File: src/rtl/cla_pipe_addsub.sv
// cla_pipe_addsub: WIDTH-bit pipelined carry-lookahead adder/subtractor.
// Each pipeline stage evaluates GRP_PER_STAGE 4-bit lookahead groups, with the
// carry rippling between groups. A valid/ready handshake stalls the whole pipe.
// Optional feature macro: CLA_PIPE_FLAGS_EN enables the ovf/zero flag registers.
// With the macro undefined, ovf and zero are tied to 0.
module cla_pipe_addsub #(
  parameter int WIDTH         = 32,
  parameter int GRP_PER_STAGE = 2
) (
  input  logic             clk,
  input  logic             rst_n,
  input  logic             in_valid,
  output logic             in_ready,
  input  logic [WIDTH-1:0] a,
  input  logic [WIDTH-1:0] b,
  input  logic             cin,
  input  logic             sub,
  output logic             out_valid,
  input  logic             out_ready,
  output logic [WIDTH-1:0] sum,
  output logic             cout,
  output logic             ovf,
  output logic             zero
);

  localparam int SW      = 4 * GRP_PER_STAGE;
  localparam int NSTAGES = WIDTH / SW;

  // 4-bit carry-lookahead group: returns {carry_out, sum[3:0]}.
  function automatic logic [4:0] cla4(input logic [3:0] x, input logic [3:0] y,
                                      input logic ci);
    logic [3:0] g;
    logic [3:0] p;
    logic [4:0] c;
    g    = x & y;
    p    = x ^ y;
    c[0] = ci;
    c[1] = g[0] | (p[0] & ci);
    c[2] = g[1] | (p[1] & g[0]) | (p[1] & p[0] & ci);
    c[3] = g[2] | (p[2] & g[1]) | (p[2] & p[1] & g[0]) | (p[2] & p[1] & p[0] & ci);
    c[4] = g[3] | (p[3] & g[2]) | (p[3] & p[2] & g[1]) | (p[3] & p[2] & p[1] & g[0])
         | (p[3] & p[2] & p[1] & p[0] & ci);
    return {c[4], p ^ c[3:0]};
  endfunction

  // Stage k reads index k of these; index k+1 is stage k's registered output.
  logic             st_v   [NSTAGES+1];
  logic             st_c   [NSTAGES+1];
  logic [WIDTH-1:0] st_sum [NSTAGES+1];
  logic [WIDTH-1:0] st_a   [NSTAGES];
  logic [WIDTH-1:0] st_b   [NSTAGES];
  logic             adv;

`ifdef CLA_PIPE_FLAGS_EN
  logic ovf_d, ovf_q, zero_d, zero_q;
  assign ovf  = ovf_q;
  assign zero = zero_q;
`else
  assign ovf  = 1'b0;
  assign zero = 1'b0;
`endif

  // Effective operands are formed at acceptance; stage 0 sees the raw beat.
  assign st_v[0]   = in_valid;
  assign st_a[0]   = a;
  assign st_b[0]   = sub ? ~b : b;
  assign st_c[0]   = sub ? 1'b1 : cin;
  assign st_sum[0] = '0;

  assign adv       = !st_v[NSTAGES] || out_ready;
  assign in_ready  = adv;
  assign out_valid = st_v[NSTAGES];
  assign sum       = st_sum[NSTAGES];
  assign cout      = st_c[NSTAGES];

  for (genvar k = 0; k < NSTAGES; k++) begin : g_stage
    logic             v_d, v_q, c_d, c_q, c_nx;
    logic [WIDTH-1:0] sum_d, sum_q, sum_nx;

    // Evaluate this stage's slice, rippling the carry from group to group
    always_comb begin
      logic [4:0] r;
      logic       cy;
      r      = '0;
      sum_nx = st_sum[k];
      cy     = st_c[k];
      for (int unsigned j = 0; j < GRP_PER_STAGE; j++) begin
        r = cla4(st_a[k][k*SW + 4*j +: 4], st_b[k][k*SW + 4*j +: 4], cy);
        sum_nx[k*SW + 4*j +: 4] = r[3:0];
        cy = r[4];
      end
      c_nx = cy;
    end

    // Load from the stage below only when the pipe advances
    always_comb begin
      v_d   = v_q;
      c_d   = c_q;
      sum_d = sum_q;
      if (adv) begin
        v_d   = st_v[k];
        c_d   = c_nx;
        sum_d = sum_nx;
      end
    end

    // Stage state register with synchronous clear
    always_ff @(posedge clk) begin
      if (!rst_n) begin
        v_q   <= 1'b0;
        c_q   <= 1'b0;
        sum_q <= '0;
      end else begin
        v_q   <= v_d;
        c_q   <= c_d;
        sum_q <= sum_d;
      end
    end

    assign st_v[k+1]   = v_q;
    assign st_c[k+1]   = c_q;
    assign st_sum[k+1] = sum_q;

    if (k < NSTAGES - 1) begin : g_skew
      logic [WIDTH-1:0] a_d, a_q, b_d, b_q;

      // Carry the operands forward so upper slices meet their stage in step
      always_comb begin
        a_d = a_q;
        b_d = b_q;
        if (adv) begin
          a_d = st_a[k];
          b_d = st_b[k];
        end
      end

      // Operand skew register with synchronous clear
      always_ff @(posedge clk) begin
        if (!rst_n) begin
          a_q <= '0;
          b_q <= '0;
        end else begin
          a_q <= a_d;
          b_q <= b_d;
        end
      end

      assign st_a[k+1] = a_q;
      assign st_b[k+1] = b_q;
    end

    if (k == NSTAGES - 1) begin : g_last
`ifdef CLA_PIPE_FLAGS_EN
      // Flags come from the fully assembled sum so they land with it
      always_comb begin
        ovf_d  = ovf_q;
        zero_d = zero_q;
        if (adv) begin
          ovf_d  = (st_a[k][WIDTH-1] == st_b[k][WIDTH-1]) &&
                   (sum_nx[WIDTH-1] != st_a[k][WIDTH-1]);
          zero_d = (sum_nx == '0);
        end
      end

      // Flag registers with synchronous clear
      always_ff @(posedge clk) begin
        if (!rst_n) begin
          ovf_q  <= 1'b0;
          zero_q <= 1'b0;
        end else begin
          ovf_q  <= ovf_d;
          zero_q <= zero_d;
        end
      end
`endif
    end
  end

endmodule

File: config.mk
export PLATFORM = sky130hd
export DESIGN_NAME = cla_pipe_addsub
export DESIGN_NICKNAME = d
export VERILOG_FILES = /design/src/rtl/cla_pipe_addsub.sv
export SDC_FILE = /design/constraint.sdc
export NUM_CORES = 1
export LEC_CHECK = 0
export ABC_AREA = 1
export ABC_CLOCK_PERIOD_IN_PS = 2100
export CORE_MARGIN = 1.5
export CORE_UTILIZATION = 45
export CTS_BUF_LIST = sky130_fd_sc_hd__clkbuf_16
export CTS_CLUSTER_DIAMETER = 200
export DETAILED_ROUTE_END_ITERATION = 6
export PLACE_DENSITY = 0.7
export SLEW_MARGIN = 20
export SYNTH_ARGS = -nofsm -noshare
export SYNTH_HDL_FRONTEND = slang
export SYNTH_SLANG_ARGS = --single-unit
File: constraint.sdc
create_clock -name clk -period 2.1 [get_ports clk]
set_input_delay 0.315 -clock clk [delete_from_list [all_inputs] [get_ports clk]]
set_output_delay 0.315 -clock clk [all_outputs]
set_load 0.05 [all_outputs]
==> results of run 1 <==
==> final timing paths <==
check / startpoint / slack [ns] / end / cells after the start
max: sum[29] / 0.17 / sum[29] / 1
min reg2reg: g_stage[0].g_skew.b_q[29] / 0.44 / g_stage[1].g_skew.b_q[29] / 2
min: rst_n / 0.33 / g_stage[1].g_skew.a_q[29] / 3
max reg2reg: g_stage[1].g_skew.a_q[17] / 0.24 / g_stage[2].sum_q[20] / 8
==> power by group through the flow <==
stage / clock [mW] / sequential [mW] / combinational [mW]
final: 3.04 / 3.91 / 1.16
after CTS: 3.11 / 3.91 / 1.17
after global placement: 0 / 3.98 / 1.13
after global routing: 3.27 / 3.95 / 1.30
after floorplan: 0 / 4.09 / 0.644
after detailed placement: 0 / 3.99 / 1.15
==> through the flow <==
| stage | TNS [ns] | setup WS [ns] | total power [mW] |
|---|---|---|---|
| after floorplan | 0 | 0.0158 | 4.73 |
| after CTS | 0 | 0.157 | 8.18 |
| after detailed placement | -0.416 | -0.209 | 5.14 |
| after global routing | 0 | 0.0691 | 8.51 |
| final | 0 | 0.169 | 8.11 |
| after global placement | -0.327 | -0.164 | 5.11 |
==> Yosys cell counts <==
cell,number,share of area
o21ai_0,183,0.12
inv_1,67,0.032
nor2_4,1,0.0014
o21ai_1,1,0.00063
o21bai_1,4,0.0038
buf_6,7,0.010
fa_1,8,0.020
ha_1,32,0.051
conb_1,1,0.00047
and2_1,3,0.0024
o21a_1,1,0.00095
a21boi_0,3,0.0028
buf_4,3,0.0028
a21o_1,7,0.0066
and3_1,3,0.0024
buf_2,20,0.013
inv_2,2,0.00095
nand3_1,26,0.016
nand2_1,65,0.031
nor2_1,237,0.11
dfxtp_1,184,0.47
xnor2_1,29,0.032
a21oi_1,66,0.042
clkbuf_1,36,0.017
xor2_1,15,0.017
==> cells by family after synthesis <==
logic type	Yosys count	synth area share
simple gates	335	0.166
compound gates	265	0.173
flops	184	0.466
buf+inv	135	0.0753
xor+xnor	44	0.0487
fa+ha+maj	40	0.0709
other cells	1	0.000474
==> state kept, by name, summed over array words and instances (netlist names) <==
signal / cells
cout: 1
g_stage.c_q: 3
g_stage.g_skew.a_q: 48
g_stage.g_skew.b_q: 48
g_stage.sum_q: 48
g_stage.v_q: 3
out_valid: 1
sum: 32
==> metal layers <==
layer  share of wire  GRT usage
met5               0          0
met4           0.011     0.0538
met1            0.52      0.260
met3           0.033     0.0393
met2            0.44      0.269
==> worst register-to-register path: cells and delay by family, from the launching register on <==
kind            cells  cell delay, ns
fa+ha+maj           2            0.77
flops               1            0.32
simple gates        4            0.30
compound gates      1            0.28
buf+inv             1            0.06
==> cell type report <==
type	count	area share
multi-input cells	686	0.373
repair buffers	132	0.136
clock buffers	17	0.0436
clock inverters	15	0.0140
well taps	225	0.0288
inverters	69	0.0271
flip-flops and latches	184	0.377
==> flow_metrics.env, run 1 <==
export IMPL_pin_count=107
export IMPL_postRouteAntennaNets=0
export IMPL_cp_max_fo=2
export IMPL_holdCritPathClass="in -> reg"
export IMPL_rsz0062_at_grt="false"
export IMPL_initial_utilization=0.459
export IMPL_final_common_cell="nor2_1"
export IMPL_root_buffer="clkbuf_16"
export IMPL_critPathLaunchType="flop"
export IMPL_drc=0
export IMPL_grt_ovfl_total=0
export IMPL_grt_usage=0.180
export IMPL_cp_slowest_stage_delay_ns=0.84
export IMPL_wl_um=15700
export IMPL_cts_made_buffers=17
export IMPL_hold_viol_final=0
export IMPL_fin_area_um2=9760
export IMPL_die_area_um2=18400
export IMPL_synthCells=1004
export IMPL_endpoint_kind="output pin"
export IMPL_place_area_um2=9200
export IMPL_cp_data_arrival_time_ns=1.62
export IMPL_grt_pass1_vias=5672
export IMPL_worstMarginPinSlew_ns=0.545
export IMPL_skew_ns=0.0127
export IMPL_cts_setup_buffers=0
export IMPL_vias=6344
export IMPL_crit_chain="clkdlybuf4s50_1"
export IMPL_syn_area_um2=7910
export IMPL_p_seq_frac=0.482
export IMPL_gp_congestion=0.772
export IMPL_min_period_ns=1.93
export IMPL_yosysSeqAreaShare=0.466
export IMPL_seq_area_um2=3680
export IMPL_drive_above_1_share=0.0562
export IMPL_status="completed"
export IMPL_critical_path_required_ns=1.78
export IMPL_postCtsHoldBufs=0
export IMPL_yosysWarnings=0
export IMPL_maxSlewViolCount=0
export IMPL_ctsResizeCount=0
export IMPL_dp_cells=1296
export IMPL_cts_tree="built"
export IMPL_cts_reportedPaths_clkPinSlew_ns=0.07
export IMPL_power_switching_mw=2.09
export IMPL_fin_util=0.566
export IMPL_drt_iter0_drc=375
export IMPL_power_share_switching=0.258
export IMPL_grt_start_max_net_pins=111
export IMPL_viasPerCell=4.78
export IMPL_critPathBufInv=1
export IMPL_critPathSlowestCell="clkdlybuf4s50_1"
export IMPL_synth_seq_cells=184
export IMPL_antenna_found_initial=0
export IMPL_io_buffers=104
export IMPL_finalSetupViolCount=0
export IMPL_layout_nets=1200
export IMPL_clock_fmax_mhz=518
export IMPL_multi_input_area_um2=3640
export IMPL_final_cells=1328
export IMPL_num_antenna_cells=0
export IMPL_nFillCells=1579
export IMPL_final_cell_mix="nor2_1, dfxtp_1, o21ai_0, clkdlybuf4s50_1, inv_1"
export IMPL_dpl_hpwl_um=10700
export IMPL_powerDensity_nw_per_um2=831
export IMPL_core_area_um2=17200
export IMPL_worstSetupPathType="reg -> out"
export IMPL_clk_latency_ns=0.43
export IMPL_internal_power_mw=6.02
export IMPL_irDropWorstVdd_mv=0.622
export IMPL_relSlewSlack=0.636
export IMPL_grt_pass1_wl_um=26800
export IMPL_p_comb_frac=0.143
export IMPL_p_leak_nw=4.61
export IMPL_die_h_um=136
export IMPL_avgSynthCellArea_um2=7.87
export IMPL_cts_sinks=184
export IMPL_dr_pass1_iters=5
export IMPL_timing_final_crit_share=0.919
export IMPL_fin_hold_ws_ns=0.325
export IMPL_clock_path_buffers=2
export IMPL_syn_to_final_growth_pct=23.5
export IMPL_fp_row_count=48
export IMPL_die_x_um=136
export IMPL_critPathTopFamily="buffers and inverters"
export IMPL_wl_per_cell_um=11.9
export IMPL_synth_distinct_cells=25
export IMPL_p_clk_frac=0.375
export IMPL_cap_viol_max_count=0
export IMPL_htreeDepth=4
Note: power is estimated with default switching activity, not from simulation.
==> inputs of run 2 (changes only) <==
--- a/config.mk
+++ b/config.mk
@@ -17,3 +17,4 @@
 export SYNTH_ARGS = -nofsm -noshare
 export SYNTH_HDL_FRONTEND = slang
 export SYNTH_SLANG_ARGS = --single-unit
+export TNS_END_PERCENT = 10
==> results of run 2 <==
No change in the layout: final DEF, timing and power equal those of run 1.
==> inputs of run 3 (changes only) <==
--- a/config.mk
+++ b/config.mk
@@ -9,11 +9,11 @@
 export ABC_CLOCK_PERIOD_IN_PS = 2100
 export CORE_MARGIN = 1.5
 export CORE_UTILIZATION = 45
-export CTS_BUF_LIST = sky130_fd_sc_hd__clkbuf_16
+export CTS_BUF_LIST = sky130_fd_sc_hd__clkbuf_4 sky130_fd_sc_hd__clkbuf_8 sky130_fd_sc_hd__clkbuf_16
 export CTS_CLUSTER_DIAMETER = 200
 export DETAILED_ROUTE_END_ITERATION = 6
 export PLACE_DENSITY = 0.7
-export SLEW_MARGIN = 20
+export SLEW_MARGIN = 5
 export SYNTH_ARGS = -nofsm -noshare
 export SYNTH_HDL_FRONTEND = slang
 export SYNTH_SLANG_ARGS = --single-unit
==> run 3 against run 2 <==
  * Clock power up 6%
  * Final area up 0.42%
  * Power up 2.0%
  * First-iteration DRC count down 2.9%
  * Wire length about the same
  * Sequential cell count unchanged
  * Via count about the same
  * Die area unchanged
  * Utilization up 0.24 points
  * Global-route usage up 0.056 points
  * Non-clock buffer count unchanged
  * Hold slack worse by 0.00085 ns
==> flow_metrics.env, run 3 (synthesis gave the netlist of run 1 again) <==
export IMPL_endpoint_kind="output pin"
export IMPL_final_cells=1328
export IMPL_hold_viol_final=0
export IMPL_grt_start_max_net_pins=111
export IMPL_cts_reportedPaths_clkPinSlew_ns=0.07
export IMPL_die_area_um2=18400
export IMPL_finalPower_mw=8.27
export IMPL_fin_area_um2=9800
export IMPL_hold_path_cell_count=3
export IMPL_irDropWorstVdd_mv=0.623
export IMPL_place_area_um2=9200
export IMPL_cts_sinks=184
export IMPL_initial_utilization=0.459
export IMPL_clock_path_buffers=2
export IMPL_path_depth=1
export IMPL_multi_input_area_um2=3640
export IMPL_status="completed"
export IMPL_drt_iter0_drc=364
export IMPL_powerDensity_nw_per_um2=844
export IMPL_num_antenna_cells=0
export IMPL_gp_congestion=0.772
export IMPL_drc=0
export IMPL_maxSlewViolCount=0
export IMPL_worstMarginPinSlew_ns=0.543
export IMPL_critPathBufInv=1
export IMPL_drive_above_1_share=0.0617
export IMPL_final_cell_mix="nor2_1, dfxtp_1, o21ai_0, clkdlybuf4s50_1, inv_1"
export IMPL_endpoint="sum[29]"
export IMPL_dp_slack_ns=-0.209
export IMPL_io_buffers=104
export IMPL_r2r_cells=8
export IMPL_cap_viol_max_count=0
export IMPL_postCtsHoldBufs=0
export IMPL_cts_made_buffers=17
export IMPL_fin_util=0.569
export IMPL_cts_setup_buffers=0
export IMPL_p_comb_frac=0.139
export IMPL_grt_pass1_vias=5694
export IMPL_power_share_switching=0.253
export IMPL_crit_start="sum[29]"
export IMPL_pin_count=107
export IMPL_r2r_end="g_stage[2].sum_q[20]"
export IMPL_layout_nets=1200
export IMPL_final_common_cell="nor2_1"
export IMPL_dpl_hpwl_um=10700
export IMPL_cp_slowest_stage_delay_ns=0.84
export IMPL_fin_hold_ws_ns=0.324
export IMPL_wl_um=15700
export IMPL_internal_power_mw=6.18
export IMPL_crit_chain="clkdlybuf4s50_1"
export IMPL_viasPerCell=4.78
export IMPL_clk_latency_ns=0.42
export IMPL_p_clk_frac=0.388
export IMPL_dp_cells=1296
export IMPL_nFillCells=1573
export IMPL_grt_pass1_wl_um=26900
export IMPL_wl_per_cell_um=11.9
export IMPL_p_seq_frac=0.473
export IMPL_core_area_um2=17200
export IMPL_timing_final_crit_share=0.923
export IMPL_critical_path_required_ns=1.78
export IMPL_rsz0062_at_grt="false"
export IMPL_critPathSlowestCell="clkdlybuf4s50_1"
export IMPL_antenna_found_initial=0
export IMPL_reg_largest_list="g_stage.g_skew.a_q x48, g_stage.g_skew.b_q x48, g_stage.sum_q x48"
export IMPL_critPathTopFamily="buffers and inverters"
export IMPL_ctsResizeCount=0
export IMPL_setup_ws_ns=0.161
export IMPL_finalSetupViolCount=0
export IMPL_reg2reg_from="g_stage[1].g_skew.a_q[17]"
export IMPL_die_x_um=136
export IMPL_grt_ovfl_total=0
export IMPL_cp_max_fo=2
export IMPL_postRouteAntennaNets=0
export IMPL_skew_ns=0.0127
export IMPL_htreeDepth=4
export IMPL_seq_area_um2=3680
export IMPL_grt_usage=0.181
export IMPL_min_from="rst_n"
export IMPL_critPathLaunchType="flop"
export IMPL_r2r_setup_slack_ns=0.26
export IMPL_finalSetupTns_ns=0
export IMPL_p_leak_nw=4.62
export IMPL_syn_to_final_growth_pct=24.0
export IMPL_dr_pass1_iters=5
export IMPL_root_buffer="clkbuf_16"
export IMPL_power_switching_mw=2.09
export IMPL_die_h_um=136
export IMPL_clock_fmax_mhz=516
export IMPL_cp_data_arrival_time_ns=1.62
export IMPL_fp_row_count=48
export IMPL_min_period_ns=1.94
export IMPL_relSlewSlack=0.637
export IMPL_cts_tree="built"
export IMPL_worstSetupPathType="reg -> out"
export IMPL_holdCritPathClass="in -> reg"
export IMPL_vias=6345
==> run 3: worst reg2reg max path, stage by stage, from the launching register on <==
cell and delay (ns):
dfxtp_1 0.32, ha_1 0.32, inv_1 0.06, nand2_1 0.05, nand3_1 0.08, nand2_1 0.11
fa_1 0.44, o21ai_0 0.28, nor2_1 0.06
==> run 3: worst min path at each step <==
stage                                      to  slack, ns
finish              g_stage[1].g_skew.a_q[29]       0.32
global route        g_stage[0].g_skew.a_q[29]       0.35
floorplan           g_stage[1].g_skew.b_q[17]       0.42
CTS                       g_stage[2].sum_q[6]       0.32
global placement    g_stage[1].g_skew.b_q[25]       0.43
detailed placement  g_stage[1].g_skew.b_q[25]       0.43
==> run 3: power by group through the flow <==
stage          Sequential (mW)  Clock (mW)  Combinational, mW
6_report                  3.91        3.21               1.15
5_1_grt                   3.94        3.44               1.30
4_1_cts                   3.91        3.28               1.16
3_5_place_dp              3.99           0               1.15
3_3_place_gp              3.98           0               1.13
2_1_floorplan             4.09           0              0.644
==> run 3: metal layers <==
layer	GRT usage	vias up	routed length, um
met5	0	-	0
met2	0.272	109	6830
met3	0.0393	11	586
met4	0.0538	0	171
met1	0.258	2815	8160
li1	-	3410	-
==> run 3: area by class of cell <==
class / instances / share of cell area
repair buffers: 132 / 0.136
flip-flops and latches: 184 / 0.376
well taps: 225 / 0.0287
inverters: 69 / 0.0269
clock buffers: 23 / 0.0499
clock inverters: 9 / 0.0116
multi-input cells: 686 / 0.371
